$ cat src/rtl/n8_multi_pad_reader_if.sv
// Pad-bus and result signals of the multi-pad reader.
// The reader drives the shared latch/pulse lines, so it takes the master modport.
interface n8_multi_pad_reader_if #(
    parameter int NUM_PADS = 2,
    parameter int NUM_BITS = 8
);
    logic                         enable;
    logic [NUM_PADS-1:0]          data_in;
    logic                         latch;
    logic                         pulse;
    logic [NUM_PADS*NUM_BITS-1:0] buttons;
    logic                         valid;
    logic [NUM_PADS*NUM_BITS-1:0] pressed;
    logic [NUM_PADS*NUM_BITS-1:0] released;

    modport master (
        input  enable, data_in,
        output latch, pulse, buttons, valid, pressed, released
    );

    modport slave (
        output enable, data_in,
        input  latch, pulse, buttons, valid, pressed, released
    );
endinterface

$ cat src/rtl/n8_multi_pad_reader.sv
// Polls NUM_PADS serial game pads on a shared latch/pulse pair and publishes
// per-frame button vectors with pressed/released edge masks.
module n8_multi_pad_reader #(
    parameter int NUM_PADS    = 2,
    parameter int NUM_BITS    = 8,
    parameter int DIV         = 131072,
    parameter int LATCH_TICKS = 2,
    parameter int GAP_TICKS   = 11
) (
    input  logic                  clk,
    input  logic                  reset,
    n8_multi_pad_reader_if.master pad_if
);
    localparam int DIV_W   = $clog2(DIV);
    localparam int IDX_W   = (NUM_BITS > 1) ? $clog2(NUM_BITS) : 1;
    localparam int CNT_MAX = (LATCH_TICKS > GAP_TICKS) ? LATCH_TICKS : GAP_TICKS;
    localparam int CNT_W   = $clog2(CNT_MAX + 1);

    typedef enum logic [2:0] {IDLE, LATCH, LOW, HIGH, DONE, GAP} state_t;

    state_t                             state, state_nxt;
    logic [DIV_W-1:0]                   div_cnt;
    logic                               tick;
    logic [CNT_W-1:0]                   cnt, cnt_nxt;
    logic [IDX_W-1:0]                   idx, idx_nxt, sample_idx;
    logic                               latch_nxt, pulse_nxt, sample, done;
    logic [NUM_PADS-1:0]                sync_p0, sync_p1;
    logic [NUM_BITS-1:0]                onehot;
    logic [NUM_PADS-1:0][NUM_BITS-1:0]  shift_q, shift_nxt;

    // Free-running tick divider, independent of the FSM state
    assign tick = (div_cnt == DIV_W'(DIV - 1));

    always_ff @(posedge clk) begin
        if (reset || tick) div_cnt <= '0;
        else               div_cnt <= div_cnt + 1'b1;
    end

    always_ff @(posedge clk) begin
        if (reset) begin
            sync_p0 <= '1;
            sync_p1 <= '1;
        end else begin
            sync_p0 <= pad_if.data_in;
            sync_p1 <= sync_p0;
        end
    end

    always_ff @(posedge clk) begin
        if (reset) begin
            state <= IDLE;
            cnt   <= '0;
            idx   <= '0;
        end else begin
            state <= state_nxt;
            cnt   <= cnt_nxt;
            idx   <= idx_nxt;
        end
    end

    always_comb begin
        state_nxt  = state;
        cnt_nxt    = cnt;
        idx_nxt    = idx;
        latch_nxt  = pad_if.latch;
        pulse_nxt  = pad_if.pulse;
        sample     = 1'b0;
        sample_idx = idx;
        done       = 1'b0;
        unique case (state)
            IDLE: if (tick && pad_if.enable) begin
                state_nxt = LATCH;
                latch_nxt = 1'b1;
                cnt_nxt   = '0;
            end
            LATCH: if (tick) begin
                if (cnt == CNT_W'(LATCH_TICKS - 1)) begin
                    latch_nxt  = 1'b0;
                    sample     = 1'b1;
                    sample_idx = '0;
                    cnt_nxt    = '0;
                    if (NUM_BITS == 1) begin
                        state_nxt = DONE;
                    end else begin
                        state_nxt = LOW;
                        idx_nxt   = IDX_W'(1);
                    end
                end else begin
                    cnt_nxt = cnt + 1'b1;
                end
            end
            LOW: if (tick) begin
                pulse_nxt = 1'b1;
                state_nxt = HIGH;
            end
            // Pads shift on the rising pulse; the bit is taken as the pulse falls
            HIGH: if (tick) begin
                pulse_nxt = 1'b0;
                sample    = 1'b1;
                if (idx == IDX_W'(NUM_BITS - 1)) begin
                    state_nxt = DONE;
                end else begin
                    idx_nxt   = idx + 1'b1;
                    state_nxt = LOW;
                end
            end
            DONE: begin
                done      = 1'b1;
                state_nxt = GAP;
                cnt_nxt   = '0;
                idx_nxt   = '0;
            end
            GAP: begin
                if (GAP_TICKS == 0) begin
                    state_nxt = IDLE;
                end else if (tick) begin
                    if (cnt == CNT_W'(GAP_TICKS - 1)) state_nxt = IDLE;
                    else                              cnt_nxt   = cnt + 1'b1;
                end
            end
            default: state_nxt = IDLE;
        endcase
    end

    assign onehot = NUM_BITS'(1) << sample_idx;

    for (genvar p = 0; p < NUM_PADS; p++) begin : g_pad
        assign shift_nxt[p] = sample ? ((shift_q[p] & ~onehot) | ({NUM_BITS{sync_p1[p]}} & onehot))
                                     : shift_q[p];
    end

    // Result stage: buttons and edge masks become visible together with valid
    always_ff @(posedge clk) begin
        if (reset) begin
            shift_q         <= '1;
            pad_if.latch    <= 1'b0;
            pad_if.pulse    <= 1'b0;
            pad_if.valid    <= 1'b0;
            pad_if.buttons  <= '0;
            pad_if.pressed  <= '0;
            pad_if.released <= '0;
        end else begin
            shift_q      <= shift_nxt;
            pad_if.latch <= latch_nxt;
            pad_if.pulse <= pulse_nxt;
            pad_if.valid <= done;
            if (done) begin
                pad_if.buttons  <= ~shift_q;
                pad_if.pressed  <= ~shift_q & ~pad_if.buttons;
                pad_if.released <= shift_q & pad_if.buttons;
            end else begin
                pad_if.pressed  <= '0;
                pad_if.released <= '0;
            end
        end
    end
endmodule

$ cat src/flat_wrapper.sv
// flat-port wrapper written by rule: the top's interface ports become plain ports
module n8_multi_pad_reader_flat 
#(
    parameter int NUM_PADS    = 2,
    parameter int NUM_BITS    = 8,
    parameter int DIV         = 131072,
    parameter int LATCH_TICKS = 2,
    parameter int GAP_TICKS   = 11
)
  (clk, reset, pad_if_enable, pad_if_data_in, pad_if_latch, pad_if_pulse, pad_if_buttons, pad_if_valid, pad_if_pressed, pad_if_released);
  n8_multi_pad_reader_if #(.NUM_PADS(NUM_PADS), .NUM_BITS(NUM_BITS)) pad_if_i ();
  input  logic clk;
  input  logic reset;
  input wire logic [$bits(pad_if_i.enable)-1:0] pad_if_enable;
  input wire logic [$bits(pad_if_i.data_in)-1:0] pad_if_data_in;
  output wire logic [$bits(pad_if_i.latch)-1:0] pad_if_latch;
  output wire logic [$bits(pad_if_i.pulse)-1:0] pad_if_pulse;
  output wire logic [$bits(pad_if_i.buttons)-1:0] pad_if_buttons;
  output wire logic [$bits(pad_if_i.valid)-1:0] pad_if_valid;
  output wire logic [$bits(pad_if_i.pressed)-1:0] pad_if_pressed;
  output wire logic [$bits(pad_if_i.released)-1:0] pad_if_released;
  assign pad_if_i.enable = pad_if_enable;
  assign pad_if_i.data_in = pad_if_data_in;
  assign pad_if_latch = pad_if_i.latch;
  assign pad_if_pulse = pad_if_i.pulse;
  assign pad_if_buttons = pad_if_i.buttons;
  assign pad_if_valid = pad_if_i.valid;
  assign pad_if_pressed = pad_if_i.pressed;
  assign pad_if_released = pad_if_i.released;
  n8_multi_pad_reader #(.NUM_PADS(NUM_PADS), .NUM_BITS(NUM_BITS), .DIV(DIV), .LATCH_TICKS(LATCH_TICKS), .GAP_TICKS(GAP_TICKS)) u_core (.clk(clk), .reset(reset), .pad_if(pad_if_i));
endmodule
$ cat config.mk
export PLATFORM = sky130hd
export DESIGN_NAME = n8_multi_pad_reader_flat
export DESIGN_NICKNAME = d
export VERILOG_FILES = /design/src/rtl/n8_multi_pad_reader_if.sv /design/src/rtl/n8_multi_pad_reader.sv /design/src/flat_wrapper.sv
export SDC_FILE = /design/constraint.sdc
export NUM_CORES = 1
export LEC_CHECK = 0
export BUFFER_PORTS_ARGS = -buffer_cell sky130_fd_sc_hd__buf_4
export CORE_MARGIN = 1.5
export CORE_UTILIZATION = 25
export DETAILED_ROUTE_END_ITERATION = 8
export PLACE_DENSITY_LB_ADDON = 0.12
export SLEW_MARGIN = 20
export SYNTH_ARGS = -nofsm -noshare
export SYNTH_HDL_FRONTEND = slang
export SYNTH_SLANG_ARGS = --single-unit
$ cat constraint.sdc
create_clock -name clk -period 2.45 [get_ports clk]
set_clock_uncertainty 0.1 [all_clocks]
set_input_delay 0.3675 -clock clk [delete_from_list [all_inputs] [get_ports clk]]
set_output_delay 0.3675 -clock clk [all_outputs]
set_load 0.05 [all_outputs]
======== After elaboration in Yosys (flattened, before gate mapping) ========
Cells that the tools add are included.
storage, ports and cells
  register bits after elaboration ......... 98
  output and inout port bits .............. 51
operators by class
  muxes and demuxes ....................... 35
  bitwise logic cells ..................... 12
  reductions and logical operators ........ 13
  equality and inequality tests ........... 18
  $add $sub $neg .......................... 3
  shift operators ......................... 1
operator list
  operator                                         number
  two-way mux 3 bit                                15
  bitwise AND 16 bit                               2
  bitwise AND 8 bit                                4
  inverter 16 bit                                  2
  two-way mux 4 bit                                5
  one-hot mux 3 bit (6 select lines)               1
  adder 17 x 1 -> 17 bit, second input constant    1
  == test 17 bit, second input constant            1
  bitwise OR 8 bit                                 2
  one-hot mux 4 bit (4 select lines)               1
  != test 2 x 1 -> 1 bit, second input constant    7
  AND reduction 5 bit                              2
  == test 3 bit, second input constant             3
  two-way mux 1 bit                                9
  one-hot mux 3 bit (3 select lines)               1
  inverter 8 bit                                   1
  << shifter 1 x 3 -> 8 bit, first input constant  1
  AND reduction 7 bit                              1
  == test 3 x 2 -> 1 bit, second input constant    2
  one-hot mux 1 bit (2 select lines)               3
  adder 4 x 1 -> 4 bit, second input constant      1
  == test 4 x 1 -> 1 bit, second input constant    1
  == test 4 bit, second input constant             1
  != test 2 bit, second input constant             2
  12 further kinds                                 13

======== Depth between registers and ports, before layout ========
Gate-level depths: netlist (run 1).
  depth after elaboration ................. 8
  depth in mapped cells ................... 11
  depth with buffers taken out ............ 9

======== Worst setup path before layout (run 1) ========
Ideal clock, no wire load.
  kind .................................... register to register
  start point ............................. register u_core.div_cnt[2]
  end point ............................... register u_core.state[2]
  path slack .............................. -0.186 ns
  data arrival time ....................... 2.441 ns
  period minus slack after synthesis ...... 2.636 ns
  stages on the path, launching flop included .. 9
  cells stage by stage .................... dfxtp_1 > nand4_1 > nor4_1 > and3_1 > ha_1 > clkbuf_1 > o2bb2ai_1 > or4b_1 > a221oi_1
on the way
  longest elaborated chain between the ends .. 4
ends and longest elaborated chain
  item                                     line                       source
  start: declaration                       n8_multi_pad_reader.sv:22  logic [DIV_W-1:0] div_cnt;
  start signal: assignment                 n8_multi_pad_reader.sv:36  else div_cnt <= div_cnt + 1'b1;
  == test 17 bit *                         n8_multi_pad_reader.sv:32  assign tick = (div_cnt == DIV_W'(DIV - 1));
  logical AND 1 bit                        n8_multi_pad_reader.sv:71  IDLE: if (tick && pad_if.enable) begin
  != test 2 x 1 -> 1 bit (no source line)  --
  AND reduction 7 bit (no source line) *   --
  end signal: assignment                   n8_multi_pad_reader.sv:55  state <= state_nxt;
  end: declaration                         n8_multi_pad_reader.sv:21  state_t state, state_nxt;
Mark *: on every way between the ends. The rest lies on a longest branch, timed or not.
A chain may end at the register's enable or synchronous reset.

======== Worst setup path after layout (run 1) ========
Same ends and word-level chain as after synthesis.

==> results of run 1 <==
power groups by stage:
stage	sequential [mW]	clock [mW]	combinational [mW]
detailed placement	1.64	0	0.0535
finish	1.60	1.56	0.0519
global placement	1.64	0	0.0532
global route	1.60	1.68	0.0585
CTS	1.60	1.62	0.0536
floorplan	1.64	0	0.0278
critical path, delay by kind of cell, from the launching register on:
kind	cells	cell delay, ns
AND/OR/NAND/NOR	4	1.23
flip-flops	1	0.34
AO/OA/AOI/OAI	2	0.33
adder cells (fa/ha/maj)	1	0.22
per-stage QoR:
stage / TNS (ns) / instance area, sq um / instances / worst slack, ns / power (mW)
2_1_floorplan: 0 / 3769 / 396 / 0.006026 / 1.669
3_3_place_gp: 0 / 4497 / 640 / 0.06994 / 1.694
3_5_place_dp: 0 / 4497 / 640 / 0.003323 / 1.695
4_1_cts: 0 / 4830 / 656 / 0.005584 / 3.279
5_1_grt: -0.005529 / 4835 / 656 / -0.005529 / 3.347
6_report: 0 / 4835 / 656 / 0.1373 / 3.219
layout by cell type, fill, tap and decap left out, drive strengths merged, types with 2 or more instances in the layout:
cell | Yosys | routed
dfxtp | 98 | 98
buf | 6 | 80
nor2 | 68 | 68
nor3 | 23 | 23
a21oi | 21 | 21
and3 | 19 | 19
a211o | 14 | 14
nand2 | 13 | 13
inv | 9 | 12
nand3 | 11 | 11
xnor2 | 9 | 9
nor2b | 9 | 9
clkbuf | 14 | 9
ha | 8 | 8
o21ai | 6 | 6
nand2b | 6 | 6
mux2i | 6 | 6
or2 | 6 | 6
nand4 | 4 | 4
nand4b | 4 | 4
nand3b | 4 | 4
nor4 | 4 | 4
xor2 | 3 | 3
and2 | 3 | 3
nor3b | 3 | 3
or3 | 2 | 2
a221oi | 2 | 2
a21boi | 2 | 2
bufinv | 0 | 2
or3b | 2 | 2
nor4b | 2 | 2
final cells by class:
type,instances,area (sq um),area share
flip-flops and latches,98,1968,0.4071
multi-input cells,269,1664,0.3442
repair buffers,80,600.6,0.1242
well taps,184,230.2,0.04762
clock buffers,9,225.2,0.04658
clock inverters,7,107.6,0.02226
inverters,9,38.79,0.008023
worst paths after layout:
kind / startpoint / to / slack (ns)
setup / recovery: u_core.div_cnt[2] / u_core.state[2] / 0.14
hold / removal: pad_if_data_in[1] / u_core.sync_p0[1] / 0.10
setup reg to reg: u_core.div_cnt[2] / u_core.state[2] / 0.14
hold reg to reg: u_core.sync_p0[0] / u_core.sync_p1[0] / 0.33
per-layer routing:
metal,GRT usage,vias up
met2,0.1839,54
met3,0.03479,12
met1,0.1472,1357
li1,-,1520
met4,0.04011,0
met5,0,-
what timing repair did:
action / CTS / global route
endpoints found under the hold margin: 0 / 0
gates resized for setup: 0 / 4
setup endpoints to repair: 0 / 12
kinds of logic (layout without fill, tap and decap cells):
kind of cell	Yosys count	after routing
and+or+nand+nor	188	188
xor gates and xnor gates	12	12
AOI/OAI and AO/OA	55	55
adders and majority gates	8	8
buffers and inverters	29	105
muxes	6	6
DFF	98	98
==> summary.md, run 1 <==
| Metric | Value |
|---|---|
| Clock power frac | `0.486` |
| DR iter-0 viols | `140` |
| Layout cells sized above 1 | `0.2436` |
| Synth Register Bits | `98` |
| Switching share of total power | `0.2126` |
| Final core occ | `0.3326` |
| Fmax | `432.4 MHz` |
| Drt wl/cell | `12.95 microns` |
| Vias in the first global route | `2793` |
| Htree depth | `3` |
| CP Launch Type | `flip-flop` |
| Multiplexer area fraction after synthesis | `0.01617` |
| Die ar. | `15600 sq um` |
| Reg power frac | `0.498` |
| Hold crit path type | `primary input to flip-flop` |
| Minimum clock period | `2.313 ns` |
| RSZ-0062 raised after global routing | `true` |
| Die Y | `124.9 microns` |
| Element type at the critical path end | `flip-flop` |
| Async S/R FF share, synth | `0` |
| GR Overflow Total | `0` |
| First-pass DRT Iterations | `4` |
| Syn_area_per_cell | `9.381 sq um` |
| Netlist Area Pre-Place | `3715 sq um` |
| MaxCap Viol Count | `0` |
| Post-Synth Simple-Gate Area | `0.2634` |
| Synthesized net count | `409` |
| Most numerous cell in the Yosys netlist | `dfxtp_1` |
| Worst vdd ir | `300.8 uV` |
| Metal3 WL | `384 microns` |
| CTS Buf Count | `9` |
| Top Layer Used | `met4` |
| Die X | `124.9 microns` |
| Slew Viols, Final | `0` |
| Met1 WL | `4035 microns` |
| I/O pins | `56` |
| Fill count | `1543` |
| Int Power | `2.535 mW` |
| Number of library cell types mapped by synthesis | `50` |
| Max FO, Critical Path | `4` |
| Share of the synthesized area in the top cell type | `0.5281` |
| Sw power | `0.6845 mW` |
| Comb pwr share | `0.016` |
| Synth Flop Type | `dfxtp_1` |
| Final critical-path share of the clock period | `0.9440` |
| Via count of the routed design | `2943` |
| Status | `finished clean` |
| # diodes | `0` |
| DP Wirelength | `6011 microns` |
| CP max stage delay | `0.47 ns` |
| Port buffer count | `55` |
| Largest family of logic cells by synthesized area | `simple AND/OR/NAND/NOR gates` |
| Layout Nets | `480` |
| Seq/Total Area, Yosys | `0.5281` |
| GRT Util Overall | `0.1149` |
| TritonCTS clock tree | `built` |
| Drt total wl | `8495 microns` |
| Xor/xnor share of the synthesized area | `0.02829` |
| Clk Latency, worst-skew pair | `0.35 ns` |
| CTS Hold Bufs | `0` |
| Slew headroom | `0.6486` |
| Routability cong. | `0.7405` |
| Clk sinks | `98` |
| DRC viols | `0` |
| Initial cell density of the core | `0.2556` |
| Layout area overhead | `30.14%` |
| Clock root buffer | `clkbuf_16` |
| Clock slew at reported path FFs | `0.07 ns` |
| Synth area leaders | `dfxtp_1, nor2_1, a211o_1, and3_1, nor3_1` |
| Final Hold Fails | `0` |
| Met2 wire length | `3943 microns` |
| Slowest-stage cell, CP | `or4b_1` |
| Antenna violations before repair | `0` |
| Cell leakage power | `1.960 nW` |
| Largest net degree at the start of global routing | `36` |
| Vias per std cell | `4.486` |
| Clock Path Buffers | `2` |
| Hold Crit Depth | `2` |
| Post-synthesis adder-cell area fraction | `0.02695` |
| Syn Inst Count | `396` |
| Synth Area in Compound Gates | `0.09936` |
| Synth warn | `0` |
| Pwr Density | `665.9 nW/um^2` |
| Synth cell count leaders | `dfxtp_1, nor2_1, nor3_1, a21oi_1, and3_1` |
| Crit path DAT | `2.46 ns` |
| Crit Path Category | `flip-flop to flip-flop` |
| Post-CTS Setup Repair Bufs | `0` |
| Worst hold slack | `0.1012 ns` |
| Cells on worst reg2reg path | `7` |
| Final setup viols | `0` |
| Core area | `14530 sq um` |
| Routed Antenna Nets | `0` |
| Area leader, netlist | `dfxtp_1` |
| First-pass GRT wire length | `14380 microns` |
| Worst-Margin Slew | `0.5198 ns` |
| Required time of the critical path | `2.60 ns` |
| Rows | `44` |
| Worst-path cell chain | `nand4_1 > nor4_4 > and3_4 > ha_1 > o2bb2ai_1 > or4b_1 > a221oi_1` |
| Post-synth EDFFs | `0` |
(Power assumes the default switching activity.)
==> inputs of run 2 (changes only) <==
GPL_TIMING_DRIVEN = 0   (was not set)
RECOVER_POWER = 100   (was not set)
==> summary.md, run 2 (same netlist as run 1, synthesis figures left out) <==
| Metric | Value |
|---|---|
| Status | `finished clean (unchanged)` |
| Drt wl/cell | `13.65 microns (was 12.95 microns)` |
| Layout Nets | `482 (was 480)` |
| Critical Path Start | `u_core.div_cnt[4] (was u_core.div_cnt[2])` |
| Clock root buffer | `clkbuf_16 (unchanged)` |
| Layout area overhead | `23.71% (was 30.14%)` |
| Largest net degree at the start of global routing | `19 (was 36)` |
| Clock Path Buffers | `2 (unchanged)` |
| Cell leakage power | `1.691 nW (was 1.960 nW)` |
| DR iter-0 viols | `154 (was 140)` |
| Vias in the first global route | `2951 (was 2793)` |
| Crit path DAT | `2.57 ns (was 2.46 ns)` |
| CTS Buf Count | `9 (unchanged)` |
| Clk sinks | `98 (unchanged)` |
| Die X | `124.9 microns (unchanged)` |
| Antenna violations before repair | `0 (unchanged)` |
| TritonCTS clock tree | `built (unchanged)` |
| Routability cong. | `0.7724 (was 0.7405)` |
| Most common cell after layout, fill and taps aside | `dfxtp_1 (unchanged)` |
| Required time of the critical path | `2.60 ns (about the same)` |
| Core area | `14530 sq um (unchanged)` |
| Minimum clock period | `2.412 ns (was 2.313 ns)` |
| I/O pins | `56 (unchanged)` |
| Clock slew at reported path FFs | `0.07 ns (about the same)` |
| GRT Util Overall | `0.1204 (was 0.1149)` |
| DP Wirelength | `6284 microns (was 6011 microns)` |
| Worst vdd ir | `293.3 uV (was 300.8 uV)` |
| Htree depth | `3 (unchanged)` |
| MaxCap Viol Count | `0 (unchanged)` |
| Worst-Margin Slew | `0.6208 ns (was 0.5198 ns)` |
| CP max stage delay | `0.49 ns (was 0.47 ns)` |
| Clk Latency, worst-skew pair | `0.34 ns (was 0.35 ns)` |
| Routed Antenna Nets | `0 (unchanged)` |
| Slew Viols, Final | `0 (unchanged)` |
| RSZ-0062 raised after global routing | `true (unchanged)` |
| Setup_tns | `0 ns (unchanged)` |
| First-pass GRT wire length | `15010 microns (was 14380 microns)` |
| Fmax | `414.6 MHz (was 432.4 MHz)` |
| # diodes | `0 (unchanged)` |
| Final critical-path share of the clock period | `0.9844 (was 0.9440)` |
| Drt total wl | `8982 microns (was 8495 microns)` |
| Vias per std cell | `4.482 (was 4.486)` |
| DRC viols | `0 (unchanged)` |
| CP Launch Type | `flip-flop (unchanged)` |
| Worst-path cell chain | `nand4_1 > nor4_4 > and3_4 > ha_1 > clkbuf_8 > o2bb2ai_1 > or4b_1 > a221oi_2 (was nand4_1 > nor4_4 > and3_4 > ha_1 > o2bb2ai_1 > or4b_1 > a221oi_1)` |
| Power Total | `3.036 mW (was 3.219 mW)` |
| Final Hold Fails | `0 (unchanged)` |
| Rows | `44 (unchanged)` |
| Crit Path Category | `flip-flop to flip-flop (unchanged)` |
| Max FO, Critical Path | `10 (was 4)` |
| Port buffer count | `55 (unchanged)` |
| RR Startpoint | `u_core.div_cnt[4] (was u_core.div_cnt[2])` |
| Hold crit path type | `primary input to flip-flop (unchanged)` |
| Initial cell density of the core | `0.2556 (unchanged)` |
| Via count of the routed design | `2949 (was 2943)` |
| First-pass DRT Iterations | `4 (unchanged)` |
| Most frequent cells in the layout | `dfxtp_1, nor2_1, clkbuf_1, nor3_1, a21oi_1 (was dfxtp_1, buf_4, nor2_1, nor3_1, a21oi_1)` |
| Hold Path Origin | `pad_if_data_in[1] (unchanged)` |
| Die ar. | `15600 sq um (unchanged)` |
| GR Overflow Total | `0 (unchanged)` |
| Element type at the critical path end | `flip-flop (unchanged)` |
| Final setup viols | `0 (unchanged)` |
| Pwr Density | `660.7 nW/um^2 (was 665.9 nW/um^2)` |
| Slew headroom | `0.5879 (was 0.6486)` |
| Layout cells sized above 1 | `0.1266 (was 0.2436)` |
| Die Y | `124.9 microns (unchanged)` |
| Slowest-stage cell, CP | `or4b_1 (unchanged)` |
[run 2: area by class of cell]
cell class / instances / area [sq um]
multi-input cells: 269 / 1687
flip-flops and latches: 98 / 1979
well taps: 184 / 230.2
inverters: 9 / 38.79
plain buffers: 19 / 87.58
repair buffers: 63 / 279.0
clock buffers: 10 / 239.0
clock inverters: 6 / 55.05
fillers: 1592 / 9938
[run 2: worst paths after layout]
kind / cells past startpoint / slack [ns] / to
min reg2reg: 1 / 0.32 / u_core.sync_p1[1]
max reg2reg: 8 / 0.04 / u_core.state[2]
min: 2 / 0.13 / u_core.sync_p0[1]
max: 8 / 0.04 / u_core.state[2]
[run 2: power by group]
group	switching, mW	internal [mW]
sequential	0.00761	1.60
clock	0.646	0.737
combinational	0.0303	0.0183
[run 2: critical path, delay by kind of cell (launching register included)]
kind	cells	cell delay (ns)
buffers and inverters	1	0.17
AO/OA/AOI/OAI	2	0.31
AND/OR/NAND/NOR	4	1.22
flip-flops	1	0.35
adder cells (fa/ha/maj)	1	0.18
[run 2: timing repair]
item | 4_1_cts | 5_1_grt
resized for setup | 14 | 8
hold buffers | 0 | 0
pin swaps | 9 | 4
cloned | 0 | 0
setup endpoints to repair | 40 | 27
setup buffers | 7 | 1
endpoints found under the hold margin | 0 | 0
[run 2: per-stage QoR]
stage | instance area [sq um] | instances | hold slack [ns] | setup WS, ns | util
2_1_floorplan | 3769 | 396 | 0.2895 | 0.006026 | -
3_3_place_gp | 4412 | 635 | 0.2960 | -0.4660 | 0.3035
3_5_place_dp | 4412 | 635 | 0.3005 | -0.5142 | 0.3035
4_1_cts | 4792 | 658 | 0.1063 | 0.02099 | 0.3297
5_1_grt | 4596 | 658 | 0.1036 | -0.1247 | 0.3162
6_report | 4596 | 658 | 0.1254 | 0.03815 | 0.3162
[run 2: layer usage]
metal	wire [microns]	track usage	vias to the layer above
met1	4350	0.1514	1355
met4	82	0.03409	0
met5	0	0	-
met3	332	0.03909	6
met2	4217	0.1981	56
li1	-	-	1532
